===== src/rtl/sockit_spi_buf.sv =====
// Registered elastic stream buffer for vld/dat/rdy handshake streams.
// Every output is driven from flops (plus the flush/reset gating), so no
// combinational path exists between the two stream sides, including rdy.
// Storage is a circular buffer of DEPTH entries with an occupancy counter.
module sockit_spi_buf #(
    parameter type DT = logic [31:0],
    parameter int  DEPTH = 2,
    localparam int CW = $clog2(DEPTH + 1)
) (
    input  logic          clk_i,
    input  logic          rst_ni,
    input  logic          flush_i,
    output logic [CW-1:0] cnt_o,
    input  logic          sti_vld_i,
    input  DT             sti_dat_i,
    output logic          sti_rdy_o,
    output logic          sto_vld_o,
    output DT             sto_dat_o,
    input  logic          sto_rdy_i
);

    // Pointer width; DEPTH=1 still gets a 1-bit pointer that simply stays at 0.
    localparam int AW    = (DEPTH > 1) ? $clog2(DEPTH) : 1;
    // Array sized to the full pointer range so any pointer value indexes safely;
    // only the first DEPTH entries are ever used because the pointers wrap early.
    localparam int MEM_N = 2 ** AW;
    localparam logic [AW-1:0] LAST = AW'(DEPTH - 1);
    localparam logic [CW-1:0] FULL = CW'(DEPTH);

    generate
        if (DEPTH < 1 || DEPTH > 16) begin : g_bad_depth
            $error("sockit_spi_buf: DEPTH must be within 1..16");
        end
    endgenerate

    DT             mem_q [MEM_N];
    logic [AW-1:0] wptr_q, wptr_d;
    logic [AW-1:0] rptr_q, rptr_d;
    logic [CW-1:0] cnt_q, cnt_d;
    logic          push, pop;

    // Handshake outputs: both are gated by reset and flush so that neither
    // side can transfer while the buffer is being cleared.
    assign sti_rdy_o = rst_ni & ~flush_i & (cnt_q != FULL);
    assign sto_vld_o = rst_ni & ~flush_i & (cnt_q != '0);
    assign sto_dat_o = mem_q[rptr_q];
    assign cnt_o     = cnt_q;

    assign push = sti_vld_i & sti_rdy_o;
    assign pop  = sto_vld_o & sto_rdy_i;

    // Next-state pointers and occupancy; pointers wrap at DEPTH-1 so that
    // non-power-of-two depths behave as a true circular buffer.
    always_comb begin
        wptr_d = wptr_q;
        rptr_d = rptr_q;
        if (push) begin
            wptr_d = (wptr_q == LAST) ? '0 : wptr_q + 1'b1;
        end
        if (pop) begin
            rptr_d = (rptr_q == LAST) ? '0 : rptr_q + 1'b1;
        end
        cnt_d = cnt_q + CW'(push) - CW'(pop);
    end

    // Control state: reset wins over flush, flush wins over both stream sides.
    always_ff @(posedge clk_i) begin
        if (!rst_ni) begin
            wptr_q <= '0;
            rptr_q <= '0;
            cnt_q  <= '0;
        end else if (flush_i) begin
            wptr_q <= '0;
            rptr_q <= '0;
            cnt_q  <= '0;
        end else begin
            wptr_q <= wptr_d;
            rptr_q <= rptr_d;
            cnt_q  <= cnt_d;
        end
    end

    // Data storage is deliberately left unreset; push is already suppressed
    // during reset and flush, so stale contents are never presented as valid.
    always_ff @(posedge clk_i) begin
        if (push) begin
            mem_q[wptr_q] <= sti_dat_i;
        end
    end

endmodule


===== config.mk =====
export PLATFORM = sky130hd
export DESIGN_NAME = sockit_spi_buf
export DESIGN_NICKNAME = d
export VERILOG_FILES = /design/src/rtl/sockit_spi_buf.sv
export SDC_FILE = /design/constraint.sdc
export NUM_CORES = 1
export LEC_CHECK = 0
export CORE_MARGIN = 2
export CORE_UTILIZATION = 40
export DETAILED_ROUTE_END_ITERATION = 16
export GPL_TIMING_DRIVEN = 0
export PLACE_DENSITY = 0.71
export RECOVER_POWER = 50
export REMOVE_ABC_BUFFERS = 1
export SYNTH_ARGS = -nofsm -noshare
export SYNTH_HDL_FRONTEND = slang
export SYNTH_SLANG_ARGS = --single-unit

===== constraint.sdc =====
create_clock -name clk_i -period 2.5 [get_ports clk_i]
set_clock_uncertainty 0.15 [all_clocks]
set_input_delay 0.375 -clock clk_i [delete_from_list [all_inputs] [get_ports clk_i]]
set_output_delay 0.375 -clock clk_i [all_outputs]
set_load 0.03 [all_outputs]

==> results.toml <==
[final_layout]
multi_input_area_sq_um = 637
finalNetCount = 253
synthToLayoutAreaGrowth_pct = 38.9
fin_area_sq_um = 3760
drive_above_1_share = 0.244
seq_area_sq_um = 2030
fillers = 501
antenna_cells = 0

[routing]
drtIter0Drc = 51
drc = 0
ant_nets = 0
wl_per_cell_um = 15.4
first_pass_iters = 4
vias = 1393
viasPerCell = 4.74
route.final.wire_length_um = 4540

[power_and_ir_drop]
p_seq_frac = 0.566
switchingPower_mw = 0.452
leakagePower_nw = 1.33
p_int_mw = 1.83
worst_ir_drop_vdd_v = 0.000346
power_frac_comb = 0.078
p_per_area_nw_per_um2 = 606
p_total_mw = 2.28
netSwitchingFraction = 0.198
p_clk_frac = 0.356

[grt]
grtUsageTotal = 0.132
antenna_found_initial = 0
grt_pass1_vias = 1450
gr-total-overflow = 0
grt_max_degree = 24
grt_pass1_wl_um = 7090

[clock_network]
insertion_delay_ns = 0.33
cts.sinks = 69
clk_pin_slew_worst_paths_ns = 0.06
htreeDepth = 3
cts_made_buffers = 9
cts_root_buf = "clkbuf_8"
clk_path_buf_depth = 2
cts_tree = "done"

[critical_path]
path_class = "in2out"
worst-endpoint-required_ns = 1.98
crit_arrival_ns = 1.90
cp_max_fo = 4
endpoint_kind = "primary output"
regToRegSetupSlack_ns = 0.42
critPathLaunchType = "input port"

[floorplanning]
die_w_um = 86.3
dieArea_sq_um = 7440
die_h_um = 86.3
core_area_sq_um = 6460
start_util = 0.419
boundaryPins = 73
rows = 29

[sta]
rsz0062_at_grt = "false"
fin_crit_sh = 0.970
finalHoldViolations = 0
fmax_mhz = 412
worst_pin_slew_ns = 0.644
slew_violations = 0
max_slew_margin = 0.570
setup_viol = 0
finalWorstSetupSlack_ns = 0.0743
final.min_clock_period_ns = 2.43

[yosys]
synth_top_family_by_area = "multiplexers"
synth_xor_area_frac = 0.00647
synth-edff-count = 64
synth_fa_ha_area_frac = 0.00925
ys.flop_type = "edfxtp_1"
ys_top_cells_by_area = "edfxtp_1 71%, mux2_4 17%, dfxtp_1 3.7%"
ys_ff_latch = 69
syn_area_sq_um = 2710
synth_cell_types = 21
synth.largest_area_cell = "edfxtp_1"
yosysSeqAreaShare = 0.747
avgSynthCellArea_sq_um = 20.8
synth_common_cells = "64 x edfxtp_1, 30 x mux2_4, 6 x nor2_1, 5 x dfxtp_1, 4 x buf_6"
synth_top_area_frac = 0.710
async_flop_share = 0
synthCells = 130
synth_compound_area_frac = 0.00832
synth.most_common_cell = "edfxtp_1"
synthMuxAreaShare = 0.175
synth-simple-area-share = 0.0347
ys_warn_count = 0

[job]
max_cap_viol_count = 0

[status]
status = "finished, final reports clean"

[place]
hpwlAfterDp_um = 3130
portBuffers = 72
place_congestion = 0.701
postPlaceCellArea_sq_um = 3570
place_ws_ns = -0.0517

[hold_path]
hp-class = "reg2reg"
==> worst paths after layout <==
check        cells past startpoint  startpoint      endpoint
min                              2      rptr_q        rptr_q
min reg2reg                      2      rptr_q        rptr_q
max reg2reg                      4    cnt_o[0]  mem_q[1][24]
max                              4      rst_ni     sti_rdy_o
==> stage by stage <==
stage | instances | hold WS [ns] | setup TNS [ns] | utilization
global placement | 275 | 0.306 | -127.41 | 0.539
CTS | 294 | 0.374 | 0 | 0.584
floorplan | 126 | 0.297 | -18.64 | -
detailed placement | 278 | 0.358 | -0.0517 | 0.553
global route | 294 | 0.389 | 0 | 0.582
finish | 294 | 0.363 | 0 | 0.582
==> power groups by stage <==
stage	registers, mW	logic, mW	clock network (mW)
after detailed placement	1.32	0.188	0
after floorplan	1.32	0.0757	0
after CTS	1.29	0.191	0.843
final	1.29	0.177	0.811
after global placement	1.32	0.177	0
after global routing	1.29	0.188	0.895
==> registers in the layout (all words and copies together), names as in the netlist, named ones only <==
| name | count |
|---|---|
| mem_q | 64 |
| cnt_o | 2 |
| wptr_q | 1 |
| rptr_q | 1 |
==> metal layers <==
metal,GRT usage,wire length [um],vias up
met2,0.204,2170,63
li1,-,-,662
met1,0.164,1920,658
met4,0.0724,78,0
met5,0,0,-
met3,0.0467,366,10
==> placed cells by master (no fill, tap or decap), types with 2 or more instances in the layout <==
cell,netlist,final
and2_1,3,3
nand3_1,1,2
dfxtp_1,5,4
edfxtp_1,64,64
buf_12,0,2
buf_16,0,2
nor2_1,6,4
clkbuf_1,0,2
mux2_4,30,30
clkdlybuf4s50_1,0,40
mux2_2,2,2
ha_1,2,2
inv_1,2,2
clkbuf_8,0,9
dlygate4sd3_1,0,32
==> final cells by class <==
| class | count | share of cell area |
|---|---|---|
| Clock buffer | 11 | 0.0349 |
| Clock inverter | 3 | 0.0103 |
| Inverter | 2 | 0.00200 |
| Multi-Input combinational cell | 55 | 0.169 |
| Sequential cell | 69 | 0.539 |
| Tap cell | 77 | 0.0256 |
| Timing Repair Buffer | 77 | 0.219 |
==> critical path: stages <==
cell and delay, ns:
clkdlybuf4s50_1 0.52, and2b_1 0.20, and2_1 0.14, clkdlybuf4s50_1 0.66
==> logic make-up (layout without fill, tap and decap cells) <==
kind of cell | after synthesis | in the layout
simple gates | 16 | 16
buf+inv | 6 | 93
xor+xnor | 2 | 2
compound gates | 3 | 3
flops | 69 | 69
fa+ha+maj | 2 | 2
mux | 32 | 32
==> what timing repair did <==
item                       CTS  global route
gates resized for setup      1             0
hold buffers                 0             0
buffers inserted             2             0
setup endpoints to repair   32             0
Power figures use the tool's default switching activity.
